<file path="src/rtl/riscv_pkg.sv">
// Shared types and constants for the RISC-V memory-stage load/store unit.
package riscv_pkg;

   typedef enum logic [1:0] {
      IDLE  = 2'd0,
      BUSY  = 2'd1,
      DONE  = 2'd2,
      DRAIN = 2'd3
   } lsu_state_t;

   // funct3 encodings of the load/store size and signedness
   localparam logic [2:0] LSU_B  = 3'b000;
   localparam logic [2:0] LSU_H  = 3'b001;
   localparam logic [2:0] LSU_W  = 3'b010;
   localparam logic [2:0] LSU_D  = 3'b011;
   localparam logic [2:0] LSU_BU = 3'b100;
   localparam logic [2:0] LSU_HU = 3'b101;
   localparam logic [2:0] LSU_WU = 3'b110;

   // access size from funct3[1:0]
   localparam logic [1:0] LSU_SZ_B = 2'd0;
   localparam logic [1:0] LSU_SZ_H = 2'd1;
   localparam logic [1:0] LSU_SZ_W = 2'd2;
   localparam logic [1:0] LSU_SZ_D = 2'd3;

   // byte-enable patterns before lane shifting
   localparam logic [7:0] LSU_STRB_B = 8'h01;
   localparam logic [7:0] LSU_STRB_H = 8'h03;
   localparam logic [7:0] LSU_STRB_W = 8'h0F;
   localparam logic [7:0] LSU_STRB_D = 8'hFF;

   localparam int unsigned LSU_CNT_W = 8;

   function automatic logic lsu_misaligned(input logic [2:0] funct3, input logic [2:0] addr_lo);
      logic mis;
      mis = 1'b0;
      case (funct3)
         LSU_H, LSU_HU: mis = addr_lo[0];
         LSU_W, LSU_WU: mis = |addr_lo[1:0];
         LSU_D:         mis = |addr_lo;
         default:       mis = 1'b0;
      endcase
      return mis;
   endfunction

endpackage

</file>
<file path="src/rtl/riscv_lsu_align.sv">
// Combinational lane logic: store data replication and strobes, load extraction
// and sign/zero extension, misalignment detection.
module riscv_lsu_align
   import riscv_pkg::*;
#(
   parameter int unsigned XLEN = 64
) (
   input  logic [2:0]      m_funct3,
   input  logic [2:0]      m_addr_lo,
   input  logic [XLEN-1:0] m_storedata,
   input  logic [2:0]      ld_funct3,
   input  logic [2:0]      ld_lane,
   input  logic [XLEN-1:0] ld_rdata,
   output logic [XLEN-1:0] st_wdata_c,
   output logic [7:0]      st_wstrb_c,
   output logic            misalign_c,
   output logic [XLEN-1:0] ld_data_c
);

   logic [XLEN-1:0] ld_shift;

   assign misalign_c = lsu_misaligned(m_funct3, m_addr_lo);

   // Store side: replicate the operand into every lane, enable only the addressed bytes
   always_comb begin
      st_wdata_c = m_storedata;
      st_wstrb_c = LSU_STRB_D;
      case (m_funct3[1:0])
         LSU_SZ_B: begin
            st_wdata_c = {(XLEN/8){m_storedata[7:0]}};
            st_wstrb_c = LSU_STRB_B << m_addr_lo;
         end
         LSU_SZ_H: begin
            st_wdata_c = {(XLEN/16){m_storedata[15:0]}};
            st_wstrb_c = LSU_STRB_H << m_addr_lo;
         end
         LSU_SZ_W: begin
            st_wdata_c = {(XLEN/32){m_storedata[31:0]}};
            st_wstrb_c = LSU_STRB_W << m_addr_lo;
         end
         default: begin
            st_wdata_c = m_storedata;
            st_wstrb_c = LSU_STRB_D;
         end
      endcase
   end

   assign ld_shift = ld_rdata >> {ld_lane, 3'b000};

   // Load side: bring the addressed lane to bit 0 and extend
   always_comb begin
      ld_data_c = ld_shift;
      case (ld_funct3)
         LSU_B:   ld_data_c = {{(XLEN-8){ld_shift[7]}},   ld_shift[7:0]};
         LSU_BU:  ld_data_c = {{(XLEN-8){1'b0}},          ld_shift[7:0]};
         LSU_H:   ld_data_c = {{(XLEN-16){ld_shift[15]}}, ld_shift[15:0]};
         LSU_HU:  ld_data_c = {{(XLEN-16){1'b0}},         ld_shift[15:0]};
         LSU_W:   ld_data_c = {{(XLEN-32){ld_shift[31]}}, ld_shift[31:0]};
         LSU_WU:  ld_data_c = {{(XLEN-32){1'b0}},         ld_shift[31:0]};
         default: ld_data_c = ld_shift;
      endcase
   end

endmodule

</file>
<file path="src/rtl/riscv_lsu.sv">
// Memory-stage load/store unit: req/ack bus sequencing, pipeline hold, capture registers.
// Optional bus timeout with access fault when RISCV_LSU_TIMEOUT_EN is defined.
module riscv_lsu
   import riscv_pkg::*;
#(
   parameter int unsigned XLEN        = 64,
   parameter int unsigned TIMEOUT_CYC = 255
) (
   input  logic            i_riscv_lsu_clk,
   input  logic            i_riscv_lsu_rstn,
   input  logic            i_riscv_lsu_memread_m,
   input  logic            i_riscv_lsu_memwrite_m,
   input  logic [2:0]      i_riscv_lsu_funct3_m,
   input  logic [XLEN-1:0] i_riscv_lsu_addr_m,
   input  logic [XLEN-1:0] i_riscv_lsu_storedata_m,
   input  logic            i_riscv_lsu_flush,
   output logic            o_riscv_lsu_stall,
   output logic [XLEN-1:0] o_riscv_lsu_memload_m,
   output logic            o_riscv_lsu_ld_misalign,
   output logic            o_riscv_lsu_st_misalign,
   output logic            o_riscv_lsu_accessfault,
   output logic            o_riscv_lsu_req,
   output logic            o_riscv_lsu_we,
   output logic [XLEN-1:0] o_riscv_lsu_addr,
   output logic [XLEN-1:0] o_riscv_lsu_wdata,
   output logic [7:0]      o_riscv_lsu_wstrb,
   input  logic            i_riscv_lsu_ack,
   input  logic [XLEN-1:0] i_riscv_lsu_rdata
);

   lsu_state_t      state_q;
   logic [2:0]      ld_funct3_q;
   logic [2:0]      ld_lane_q;
   logic            fault_q;
   logic            op_c;
   logic            is_load_c;
   logic            misalign_c;
   logic            launch_c;
   logic            tmo_hit_c;
   logic [XLEN-1:0] wdata_c;
   logic [7:0]      wstrb_c;
   logic [XLEN-1:0] ld_data_c;

   riscv_lsu_align #(.XLEN(XLEN)) u_align (
      .m_funct3    (i_riscv_lsu_funct3_m),
      .m_addr_lo   (i_riscv_lsu_addr_m[2:0]),
      .m_storedata (i_riscv_lsu_storedata_m),
      .ld_funct3   (ld_funct3_q),
      .ld_lane     (ld_lane_q),
      .ld_rdata    (i_riscv_lsu_rdata),
      .st_wdata_c  (wdata_c),
      .st_wstrb_c  (wstrb_c),
      .misalign_c  (misalign_c),
      .ld_data_c   (ld_data_c)
   );

   // A simultaneous read+write is handled as a store
   assign op_c      = i_riscv_lsu_memread_m | i_riscv_lsu_memwrite_m;
   assign is_load_c = i_riscv_lsu_memread_m & ~i_riscv_lsu_memwrite_m;

   // The cycle after a timeout fault the faulting op is still in M; do not relaunch it
   assign launch_c = (state_q == IDLE) & op_c & ~misalign_c & ~i_riscv_lsu_flush & ~fault_q;

   // Held low during reset so that every output reads 0 while rstn is asserted
   assign o_riscv_lsu_stall = i_riscv_lsu_rstn &
                              (launch_c | (state_q == BUSY) | ((state_q == DRAIN) & op_c));
   assign o_riscv_lsu_ld_misalign = i_riscv_lsu_rstn & (state_q == IDLE) & is_load_c & misalign_c;
   assign o_riscv_lsu_st_misalign = i_riscv_lsu_rstn & (state_q == IDLE) &
                                    i_riscv_lsu_memwrite_m & misalign_c;
   assign o_riscv_lsu_accessfault = fault_q;

`ifdef RISCV_LSU_TIMEOUT_EN
   localparam logic [LSU_CNT_W-1:0] TMO_LAST = LSU_CNT_W'(TIMEOUT_CYC - 1);

   logic [LSU_CNT_W-1:0] tmo_cnt_q;

   assign tmo_hit_c = (tmo_cnt_q == TMO_LAST);

   // Counts wait cycles; restarts on every entry to BUSY or DRAIN
   always_ff @(posedge i_riscv_lsu_clk or negedge i_riscv_lsu_rstn) begin
      if (!i_riscv_lsu_rstn) begin
         tmo_cnt_q <= '0;
      end else if (launch_c || (state_q == BUSY && i_riscv_lsu_flush && !i_riscv_lsu_ack)) begin
         tmo_cnt_q <= '0;
      end else if ((state_q == BUSY || state_q == DRAIN) && !i_riscv_lsu_ack) begin
         tmo_cnt_q <= tmo_cnt_q + LSU_CNT_W'(1);
      end
   end
`else
   logic timeout_unused;

   assign timeout_unused = ^LSU_CNT_W'(TIMEOUT_CYC);
   assign tmo_hit_c      = 1'b0;
`endif

   // Transaction FSM with registered bus outputs and load result
   always_ff @(posedge i_riscv_lsu_clk or negedge i_riscv_lsu_rstn) begin
      if (!i_riscv_lsu_rstn) begin
         state_q               <= IDLE;
         o_riscv_lsu_req       <= 1'b0;
         o_riscv_lsu_we        <= 1'b0;
         o_riscv_lsu_addr      <= '0;
         o_riscv_lsu_wdata     <= '0;
         o_riscv_lsu_wstrb     <= '0;
         o_riscv_lsu_memload_m <= '0;
         ld_funct3_q           <= '0;
         ld_lane_q             <= '0;
         fault_q               <= 1'b0;
      end else begin
         fault_q <= 1'b0;
         case (state_q)
            IDLE: begin
               if (launch_c) begin
                  o_riscv_lsu_req   <= 1'b1;
                  o_riscv_lsu_we    <= i_riscv_lsu_memwrite_m;
                  o_riscv_lsu_addr  <= {i_riscv_lsu_addr_m[XLEN-1:3], 3'b000};
                  o_riscv_lsu_wdata <= i_riscv_lsu_memwrite_m ? wdata_c : '0;
                  o_riscv_lsu_wstrb <= i_riscv_lsu_memwrite_m ? wstrb_c : 8'h00;
                  ld_funct3_q       <= i_riscv_lsu_funct3_m;
                  ld_lane_q         <= i_riscv_lsu_addr_m[2:0];
                  state_q           <= BUSY;
               end
            end
            BUSY: begin
               if (i_riscv_lsu_ack) begin
                  o_riscv_lsu_req <= 1'b0;
                  if (i_riscv_lsu_flush) begin
                     state_q <= IDLE;
                  end else begin
                     o_riscv_lsu_memload_m <= o_riscv_lsu_we ? '0 : ld_data_c;
                     state_q               <= DONE;
                  end
               end else if (i_riscv_lsu_flush) begin
                  state_q <= DRAIN;
               end else if (tmo_hit_c) begin
                  fault_q         <= 1'b1;
                  o_riscv_lsu_req <= 1'b0;
                  state_q         <= IDLE;
               end
            end
            DONE: begin
               state_q <= IDLE;
            end
            DRAIN: begin
               // The bus cannot abort, so wait out the ack and drop its data
               if (i_riscv_lsu_ack || tmo_hit_c) begin
                  o_riscv_lsu_req <= 1'b0;
                  state_q         <= IDLE;
               end
            end
            default: begin
               state_q <= IDLE;
            end
         endcase
      end
   end

endmodule

</file>
<file path="config.mk">
export PLATFORM = sky130hd
export DESIGN_NAME = riscv_lsu
export DESIGN_NICKNAME = d
export VERILOG_FILES = /design/src/rtl/riscv_pkg.sv /design/src/rtl/riscv_lsu_align.sv /design/src/rtl/riscv_lsu.sv
export SDC_FILE = /design/constraint.sdc
export NUM_CORES = 1
export LEC_CHECK = 0
export ABC_AREA = 0
export BUFFER_PORTS_ARGS = -buffer_cell sky130_fd_sc_hd__buf_2
export CAP_MARGIN = 40
export CORE_UTILIZATION = 26
export CTS_CLUSTER_DIAMETER = 150
export DETAILED_ROUTE_END_ITERATION = 6
export PLACE_DENSITY = 0.53
export SYNTH_ARGS = -nofsm -noshare
export SYNTH_HDL_FRONTEND = slang
export SYNTH_SLANG_ARGS = --single-unit
</file>
<file path="constraint.sdc">
create_clock -name i_riscv_lsu_clk -period 2.73 [get_ports i_riscv_lsu_clk]
set_input_delay 0.4095 -clock i_riscv_lsu_clk [delete_from_list [all_inputs] [get_ports i_riscv_lsu_clk]]
set_output_delay 0.4095 -clock i_riscv_lsu_clk [all_outputs]
set_load 0.02 [all_outputs]
</file>
==> summary.md <==
| Metric | Value |
|---|---|
| Area of the multi-input gates | 0.00519 mm^2 |
| Post-route DRC | 114 |
| GPL Wtd Cong | 0.881 |
| Register area | 0.00518 mm^2 |
| Syn. warnings | 0 |
| Synth Instances | 1201 |
| Largest net degree at the start of global routing | 134 |
| Least-Margin Pin Slew | 0.925 ns |
| Clock Path Buffers | 3 |
| TritonRoute pass-1 iters | 7 |
| Setup TNS Final | 0 ns |
| First-pass GRT wire length | 62.3 mm |
| Die span in x | 206 um |
| Initial core utilization | 0.265 |
| Async SR Flop Fraction | 1.00 |
| Layout cells sized above 1 | 0.337 |
| CP peak stage delay | 0.42 ns |
| Initial antenna violation count | 5 |
| Worst reg2reg endpoint | o_riscv_lsu_memload_m[16] |
| Iteration-0 DRC Markers | 748 |
| Worst EP arrival | 2.06 ns |
| DRT antenna net count | 0 |
| Routed len/inst | 19.9 um |
| Routed WL | 42.1 mm |
| HP Start | i_riscv_lsu_addr_m[22] |
| FF-to-FF setup slack | 0.33 ns |
| Peak supply drop | 468 uV |
| Crit path time final | 2.47 ns |
| Clock Latency Late Sink | 0.54 ns |
| Finish-stage setup viols | 0 |
| Total CTS buffers | 26 |
| Root Driver | clkbuf_16 |
| H-tree Lvls | 1 |
| CTS tree | built |
| Dpl cell area | 0.0135 mm^2 |
| WHS Path Cells | 3 |
| Worst path cell trace | or2_2 > nor4_4 > o21a_1 > buf_2 |
| Leak pwr | 0.00736 uW |
| Die Area | 0.0426 mm^2 |
| Number of synthesized flops with an enable pin | 0 |
| Run status | complete, but fails checks |
| RSZ-0062 raised after global routing | no |
| Commonest non-fill, non-tap cell in the layout | buf_2 |
| Final Util | 0.349 |
| Failing checks | DRC |
| Nets | 1772 |
| Rows | 74 |
| Post-synth top area share | 0.477 |
| Area Overhead vs Synth | 31.8% |
| P per Cell Area | 1000 mW/mm^2 |
| Vias in the first global route | 10303 |
| Register bit total from synthesis | 207 |
| Mean Syn Cell Area | 9.04 um^2 |
| Post-synth top flop | dfrtp_1 |
| Vias per cell | 4.89 |
| CTS clk-pin slew, worst paths | 0.06 ns |
| FF-to-FF path depth | 5 |
| Sequential fraction of the synthesis area | 0.477 |
| Core Footprint | 0.0410 mm^2 |
| F_max | 0.406 GHz |
| Synth top area cells | dfrtp_1, nand2_1, mux2i_1, o21ai_0, o31ai_1 |
| Skew final | 0.0181 ns |
| Gr usage total | 0.193 |
| Setup Crit Path Kind | register to output pin |
| Max Cap Viol | 0 |
| Nature of the critical path endpoint | output pin |
| WHS Endpoint | o_riscv_lsu_addr[22] |
| I/O pin count | 407 |
| Crit path max-delay cell type | dfrtp_1 |
| Final instance area | 0.0143 mm^2 |
| Final Max Slew Viols | 0 |
| Final Hold Slack | 0.0621 ns |
| Max-slew headroom | 0.383 |
| Commonest cells after routing, fill and taps aside | buf_2, nand2_1, dfrtp_1, o21ai_0, nor2b_1 |
| DR vias | 10344 |
| Fill cells | 4277 |
| Distinct cell type count after synthesis | 51 |
| Final hold violations | 0 |
| CP max FO | 6 |
| Crit share post-route | 0.903 |
| I/O Buffers | 402 |
| Crit path launch type | register |
| Worst hold path class | primary input to register |
| Leading area contributor after synthesis | dfrtp_1 |
| Clock Sinks | 207 |
| Chip height | 206 um |
| Reg2reg start | ld_lane_q[1] |
| Required @ worst endpoint | 2.32 ns |
| Cell Area, Synth | 0.0109 mm^2 |
| HPWL Detailed | 31.0 mm |
| Global route overflow | 0 |
-- through the flow --
step,setup WS [ns],instances,power [uW]
finish,0.264,2116,14400
global route,0.169,2115,15200
CTS,0.119,2113,14500
detailed placement,0.125,2068,11000
global placement,0.231,2067,11000
floorplan,0.345,1204,8570
-- state kept, by name, summed over array words and instances (netlist names) --
name	cells
ld_funct3_q	3
o_riscv_lsu_req	1
o_riscv_lsu_wdata	64
o_riscv_lsu_wstrb	8
o_riscv_lsu_memload_m	64
ld_lane_q	3
o_riscv_lsu_addr	61
state_q	2
o_riscv_lsu_we	1
-- how the worst max path moves through the flow --
| stage | startpoint | endpoint | slack, ns | cells past startpoint |
|---|---|---|---|---|
| after floorplan | i_riscv_lsu_funct3_m[1] | o_riscv_lsu_stall | 0.35 | 8 |
| after global placement | i_riscv_lsu_funct3_m[1] | o_riscv_lsu_ld_misalign | 0.23 | 7 |
| after detailed placement | i_riscv_lsu_funct3_m[1] | o_riscv_lsu_ld_misalign | 0.13 | 7 |
| after CTS | i_riscv_lsu_funct3_m[1] | o_riscv_lsu_ld_misalign | 0.12 | 7 |
| after global routing | state_q[1] | o_riscv_lsu_stall | 0.17 | 4 |
| final | state_q[1] | o_riscv_lsu_stall | 0.26 | 4 |
-- layer usage --
metal / up-vias / routed length (um) / share of wire / track usage
met4: 2 / 1300 / 0.031 / 0.0672
li1: 4855 / - / - / -
met5: - / 13 / 0.00031 / 0
met2: 456 / 19800 / 0.47 / 0.323
met3: 68 / 3680 / 0.087 / 0.0482
met1: 4963 / 17300 / 0.41 / 0.239
-- synth_stat cells (2+ instances only) --
cell type  number
a211oi_1        8
a21o_1          9
a21oi_1        46
a221o_1        17
a22o_1         16
a22oi_1        10
a2bb2oi_1       7
and2_1          2
buf_1          11
buf_2          22
buf_4           4
buf_6           8
clkbuf_1       57
clkbuf_2        2
dfrtp_1       207
ha_1            6
inv_1           8
mux2_2         16
mux2_4          2
mux2i_1        55
nand2_1       346
nand3_1        11
nor2_1         51
nor2b_1        57
nor3_1          3
nor3_2          3
nor3b_1         2
o21a_1          9
o21ai_0        82
o21ai_1         7
o22ai_1        16
o31a_1          7
o31ai_1        48
o31ai_2        26
or2_2           4
-- cell families after synthesis --
| group | count (synthesis) | share of synthesized area |
|---|---|---|
| mux | 73 | 0.0701 |
| flops | 207 | 0.477 |
| xor+xnor | 1 | 0.000807 |
| fa+ha+maj | 6 | 0.00691 |
| compound gates | 316 | 0.208 |
| buf+inv | 113 | 0.0487 |
| other cells | 1 | 0.000345 |
| simple gates | 484 | 0.188 |
-- final cells by class --
type / instances / area share
diodes: 3 / 0.000524
well taps: 532 / 0.0465
repair buffers: 437 / 0.168
clock inverters: 4 / 0.00332
flip-flops and latches: 207 / 0.362
inverters: 9 / 0.00236
multi-input cells: 884 / 0.362
clock buffers: 40 / 0.0548
-- worst max-delay path: cells and delay by family, from the launching register on --
kind	cells	cell delay [ns]
buf+inv	1	0.21
simple gates	2	0.68
flops	1	0.42
compound gates	1	0.20
-- report_power, final --
part | leakage (uW) | switching (uW) | internal, uW
Combinational | 0.00429 | 4030 | 2160
Sequential | 0.00267 | 671 | 4100
Clock | 0.000406 | 1350 | 2050
-- what timing repair did --
item | 4_1_cts | 5_1_grt
setup endpoints to repair | 0 | 1
hold endpoints to repair | 15 | 0
resized for setup | 0 | 1
buffers inserted | 0 | 0
hold buffers | 1 | 0
(Power assumes the default switching activity.)
